[src/rtl/qdec_flag_tu_fsm.sv]
// CABAC sub-FSM: optional context-coded flag followed by a truncated-unary index
// with runtime cMax, per-bin context selection and bypass-coded tail bins.
module qdec_flag_tu_fsm #(
    parameter int IDX_W        = 3,
    parameter int CTX_W        = 10,
    parameter int FLAG_CTX     = 0,
    parameter int IDX_CTX_BASE = 0,
    parameter int IDX_CTX_NUM  = 1,
    parameter int EP_FROM      = 2**IDX_W - 1
) (
    input  logic             clk,
    input  logic             rst_n,
    input  logic             start,
    input  logic             flag_en,
    input  logic [IDX_W-1:0] idx_cmax,
    output logic [CTX_W-1:0] ctx_addr,
    output logic             ctx_addr_vld,
    output logic             dec_run,
    output logic             ep_mode,
    input  logic             dec_rdy,
    input  logic             bin,
    input  logic             bin_vld,
    output logic             flag_out,
    output logic [IDX_W-1:0] idx_out,
    output logic             result_vld,
    output logic             done_intr,
    output logic             busy
);

    // Offsets beyond the last index context all share it; clamp to the counter range.
    localparam int LAST_OFS = (IDX_CTX_NUM < 1) ? 0 :
                              ((IDX_CTX_NUM - 1 > 2**IDX_W - 1) ? 2**IDX_W - 1 : IDX_CTX_NUM - 1);
    localparam int EP_CLAMP = (EP_FROM < 0) ? 0 :
                              ((EP_FROM > 2**IDX_W) ? 2**IDX_W : EP_FROM);

    localparam logic [IDX_W-1:0] LAST_OFS_C = IDX_W'(LAST_OFS);
    localparam logic [IDX_W:0]   EP_FROM_C  = (IDX_W+1)'(EP_CLAMP);
    localparam logic [CTX_W-1:0] FLAG_CTX_C = CTX_W'(FLAG_CTX);
    localparam logic [CTX_W-1:0] IDX_BASE_C = CTX_W'(IDX_CTX_BASE);
    localparam logic [IDX_W-1:0] IDX_ZERO   = {IDX_W{1'b0}};
    localparam logic [IDX_W-1:0] IDX_ONE    = IDX_W'(1'b1);

    typedef enum logic [2:0] {
        ST_IDLE      = 3'd0,
        ST_FLAG_REQ  = 3'd1,
        ST_FLAG_WAIT = 3'd2,
        ST_IDX_REQ   = 3'd3,
        ST_IDX_WAIT  = 3'd4,
        ST_ENDING    = 3'd5
    } state_t;

    function automatic logic [CTX_W-1:0] idx_ctx(input logic [IDX_W-1:0] k);
        logic [IDX_W-1:0] ofs;
        ofs = (k > LAST_OFS_C) ? LAST_OFS_C : k;
        return IDX_BASE_C + CTX_W'(ofs);
    endfunction

    function automatic logic idx_bypass(input logic [IDX_W-1:0] k);
        return ({1'b0, k} >= EP_FROM_C);
    endfunction

    state_t           state_r;
    logic [IDX_W-1:0] cmax_r;
    logic             flag_reg_r;
    logic [IDX_W-1:0] idx_reg_r;
    logic [IDX_W-1:0] k_r;
    logic             busy_r;
    logic [CTX_W-1:0] ctx_addr_r;
    logic             ctx_addr_vld_r;
    logic             dec_run_r;
    logic             ep_mode_r;
    logic             flag_out_r;
    logic [IDX_W-1:0] idx_out_r;
    logic             result_vld_r;
    logic             done_intr_r;
    logic [IDX_W-1:0] idx_inc_s;

    assign idx_inc_s = idx_reg_r + IDX_ONE;

    // Sequencer: issues one decoder request at a time and registers every output.
    always_ff @(posedge clk) begin
        if (!rst_n) begin
            state_r        <= ST_IDLE;
            cmax_r         <= IDX_ZERO;
            flag_reg_r     <= 1'b0;
            idx_reg_r      <= IDX_ZERO;
            k_r            <= IDX_ZERO;
            busy_r         <= 1'b0;
            ctx_addr_r     <= {CTX_W{1'b0}};
            ctx_addr_vld_r <= 1'b0;
            dec_run_r      <= 1'b0;
            ep_mode_r      <= 1'b0;
            flag_out_r     <= 1'b0;
            idx_out_r      <= IDX_ZERO;
            result_vld_r   <= 1'b0;
            done_intr_r    <= 1'b0;
        end else begin
            ctx_addr_vld_r <= 1'b0;
            dec_run_r      <= ctx_addr_vld_r;
            result_vld_r   <= 1'b0;
            done_intr_r    <= 1'b0;
            case (state_r)
                ST_IDLE: begin
                    // busy_r is still high in the result cycle, so a start there is dropped.
                    if (start && !busy_r) begin
                        cmax_r     <= idx_cmax;
                        flag_reg_r <= 1'b0;
                        idx_reg_r  <= IDX_ZERO;
                        k_r        <= IDX_ZERO;
                        busy_r     <= 1'b1;
                        state_r    <= flag_en ? ST_FLAG_REQ : ST_ENDING;
                    end else begin
                        busy_r <= 1'b0;
                    end
                end
                ST_FLAG_REQ: begin
                    if (dec_rdy) begin
                        ctx_addr_r     <= FLAG_CTX_C;
                        ep_mode_r      <= 1'b0;
                        ctx_addr_vld_r <= 1'b1;
                        state_r        <= ST_FLAG_WAIT;
                    end
                end
                ST_FLAG_WAIT: begin
                    if (bin_vld) begin
                        flag_reg_r <= bin;
                        state_r    <= (bin && (cmax_r != IDX_ZERO)) ? ST_IDX_REQ : ST_ENDING;
                    end
                end
                ST_IDX_REQ: begin
                    if (dec_rdy) begin
                        ctx_addr_r     <= idx_ctx(k_r);
                        ep_mode_r      <= idx_bypass(k_r);
                        ctx_addr_vld_r <= 1'b1;
                        state_r        <= ST_IDX_WAIT;
                    end
                end
                ST_IDX_WAIT: begin
                    if (bin_vld) begin
                        if (bin) begin
                            idx_reg_r <= idx_inc_s;
                            k_r       <= k_r + IDX_ONE;
                            state_r   <= (idx_inc_s == cmax_r) ? ST_ENDING : ST_IDX_REQ;
                        end else begin
                            state_r <= ST_ENDING;
                        end
                    end
                end
                ST_ENDING: begin
                    flag_out_r   <= flag_reg_r;
                    idx_out_r    <= idx_reg_r;
                    result_vld_r <= 1'b1;
                    done_intr_r  <= 1'b1;
                    state_r      <= ST_IDLE;
                end
                default: begin
                    state_r <= ST_IDLE;
                    busy_r  <= 1'b0;
                end
            endcase
        end
    end

    assign ctx_addr     = ctx_addr_r;
    assign ctx_addr_vld = ctx_addr_vld_r;
    assign dec_run      = dec_run_r;
    assign ep_mode      = ep_mode_r;
    assign flag_out     = flag_out_r;
    assign idx_out      = idx_out_r;
    assign result_vld   = result_vld_r;
    assign done_intr    = done_intr_r;
    assign busy         = busy_r;

endmodule
[config.mk]
export PLATFORM = sky130hd
export DESIGN_NAME = qdec_flag_tu_fsm
export DESIGN_NICKNAME = d
export VERILOG_FILES = /design/src/rtl/qdec_flag_tu_fsm.sv
export SDC_FILE = /design/constraint.sdc
export NUM_CORES = 1
export LEC_CHECK = 0
export CAP_MARGIN = 20
export CORE_MARGIN = 5
export CORE_UTILIZATION = 40
export DETAILED_ROUTE_END_ITERATION = 8
export DONT_BUFFER_PORTS = 1
export HOLD_SLACK_MARGIN = 0.08
export SYNTH_ARGS = -nofsm -noshare
export SYNTH_HDL_FRONTEND = slang
export SYNTH_SLANG_ARGS = --single-unit
[constraint.sdc]
create_clock -name clk -period 1.7 [get_ports clk]
set_clock_uncertainty 0.2 [all_clocks]
set_input_delay 0.255 -clock clk [delete_from_list [all_inputs] [get_ports clk]]
set_output_delay 0.255 -clock clk [all_outputs]
set_load 0.03 [all_outputs]
==> results.md <==
* Period utilization at 105%
* WP data arrival at roughly 1.8 ns
* Cell leakage power at between 0.0006 and 0.0007 µW
* Worst-Skew Late Latency at between 0.3 and 0.4 ns
* Syn Area/Cell at approximately 9.5 µm²
* Vias at around 1100
* First-pass GRT wire length at approximately 5000 µm
* Most common cell after layout, fill and taps aside: dfxtp_1
* Iter 0 DRT Violations at 68
* Port-buffer cells at 0
* CTS Buffer Depth at 2
* VDD IR-drop max at about 0.6 mV
* Largest net degree at the start of global routing at 15
* Number of synthesized register bits at 25
* Global-route usage over all layers at 14.7%
* Post-synthesis cell type count at 48
* Hold Path Class: in2reg
* Gpl congestion at 0.804
* Die Wd at about 67 µm
* Fin. Hold Viols at 0
* Final core occ at 52.6%
* CTS clk-pin slew, worst paths at around 0.13 ns
* Worst setup path class: reg2reg
* Initial core utilization at 42.1%
* Io pins at 30
* Max-slew violation count at 0
* Nets at roughly 180
* Total global routing overflow at 0
* PnR worst setup slack at -0.0858 ns
* CP Launch Point: state_r[0]$_SDFFE_PN0P_
* Worst r2r src: state_r[0]$_SDFFE_PN0P_
* Setup-failing EPs final at 5
* Min-delay src: bin_vld
* Initial antenna violation count at 0
* Min Tclk post-route at roughly 1.8 ns
* Netlist Area Pre-Place at 1310 µm²
* Syn Inst Count at around 140
* Status: finished with violations
* Pwr/cell area at between 900 and 1000 nW/µm²
* Dominant cells by area after synthesis: dfxtp_1, mux2i_1, nor2_1
* WL/cell at 14.5 µm
* Hold Crit Endpoint: state_r[1]$_SDFFE_PN0P_
* Crit end category: flop
* Most frequent cells in the layout: dfxtp_1, buf_4, nor2_1, mux2i_1, dlygate4sd3_1
* Max_slew headroom at about three fifths
* CTS tree: done
* DRC violations left at 0
* RSZ-0062 raised after global routing: true
* Vias in the first global route at between 1000 and 1500
* CP startpoint kind: flop
* Routed wire length at 3010 µm
* Die ar. at between 4000 and 5000 µm²
* Synth top area share at between 30% and 40%
* Root Driver: clkbuf_4
* R2R Path End: idx_reg_r[2]$_SDFFE_PN0P_
* Failing checks: setup timing
* F_max at approximately 0.56 GHz
* Ys async rst share at 0%
* Yosys warning total at 0
* Reg2Reg Depth at 4
* N_diodes at 0
* Layout area overhead at 25.1%
* Worst Tran Pin Value at approximately 0.57 ns
* EDFF count, synth at 0
* Share of cells above drive strength 1 at between 30% and 40%
* Detailed placement HPWL at about 2300 µm
* DRT Pass-1 Iters at 5
* Prevailing post-synth register cell: dfxtp_1
* Final Total Pwr at between 1500 and 2000 µW
* Setup bufs post-CTS at 0
* Core area at approximately 3100 µm²
* Die Span Y at approximately 67 µm
* Highest net fanout along the worst path at 7
* WHS Path Cells at 4
* Worst R2R Setup Slack at -0.09 ns
* Max-Cap Viols at 0
* # clock sinks at 25
* Antenna Nets Post-Route at 0
* # rows at 20
* H-tree depth at 1
* Filler cells at between 300 and 400
* Vias per inst at around 5.2
* TritonCTS Buffers at 3
* Required @ worst endpoint at roughly 1.7 ns
* Area leader, netlist: dfxtp_1
* Seq/Total Area, Yosys at about two fifths
final cells by class:
cell class	instances	area (µm²)	area share [%]
Clock inverter	1	5.00	0.307
Tap cell	44	55.1	3.37
Multi-Input combinational cell	101	793	48.6
Inverter	5	18.8	1.15
Clock buffer	3	22.5	1.38
Timing Repair Buffer	28	230	14.1
Sequential cell	25	508	31.1
power by group:
| part | total [µW] | leakage (µW) | switching, µW | internal, µW |
|---|---|---|---|---|
| sequential | 698 | 0.000204 | 61.4 | 636 |
| clock | 265 | 0.0000177 | 176 | 88.3 |
| combinational | 634 | 0.000453 | 329 | 305 |
| total | 1600 | 0.000675 | 567 | 1030 |
what timing repair did:
item	4_1_cts	5_1_grt
endpoints found under the setup margin	11	11
gates resized for setup	4	15
hold buffers	8	0
pin swaps	2	3
hold endpoints to repair	16	0
worst max-delay path: stages (launching register included):
cell and delay, ns:
dfxtp_4 0.39, or4b_4 0.56, o22ai_4 0.24, a21boi_1 0.11
o21a_1 0.19
synthesized netlist by cell type, types with 2 or more instances:
cell,count
nand3_1,4
dfxtp_1,25
mux2i_1,8
or3_1,2
nor2_1,20
buf_4,8
mux2_2,3
a22oi_1,3
ha_1,4
and3_1,2
nand2_1,3
buf_2,2
nor3b_1,3
nor3_1,2
nand3b_1,4
or3b_1,2
o21a_1,3
o21ai_0,2
inv_1,5
a21oi_1,5
per-layer routing:
metal	vias to the layer above	track usage, %	wire, µm
met5	-	0	0
met1	515	16.5	1210
met4	0	4.56	35
li1	525	-	-
met2	31	25.4	1530
met3	5	5.56	237
worst max path at each step:
stage,end,cells after the start
after floorplan,idx_reg_r[2]$_SDFFE_PN0P_,4
after global placement,idx_reg_r[2]$_SDFFE_PN0P_,4
after detailed placement,idx_reg_r[2]$_SDFFE_PN0P_,4
after CTS,idx_reg_r[2]$_SDFFE_PN0P_,4
after global routing,idx_reg_r[2]$_SDFFE_PN0P_,4
final,idx_reg_r[2]$_SDFFE_PN0P_,4
kinds of logic after synthesis:
family                   after synthesis  synth area share [%]
AND/OR/NAND/NOR                       48                  20.5
AO/OA/AOI/OAI                         28                  16.9
flip-flops                            25                  38.4
buffers and inverters                 18                  8.25
multiplexers                          11                  8.72
adder cells (fa/ha/maj)                4                  3.84
XOR/XNOR                               3                  3.16
other                                  1                 0.287
flip-flops by register name, summed over array words and instances (netlist names):
register / cells
cmax_r: 3
ctx_addr: 3
idx_out: 3
idx_reg_r: 3
k_r: 3
state_r: 3
busy: 1
ctx_addr_vld: 1
dec_run: 1
done_intr: 1
ep_mode: 1
flag_out: 1
flag_reg_r: 1
metrics by stage:
step	setup TNS, ns	instance area (µm²)	worst slack, ns	hold WS, ns	std cells
floorplan	0	1330	0.00370	0.172	144
global placement	-0.0733	1450	-0.0436	0.175	195
detailed placement	-0.326	1450	-0.0951	0.179	195
CTS	-0.0440	1560	-0.0440	0.0818	207
global route	-0.602	1630	-0.124	0.125	207
finish	-0.185	1630	-0.0858	0.0887	207
(Power assumes the default switching activity.)
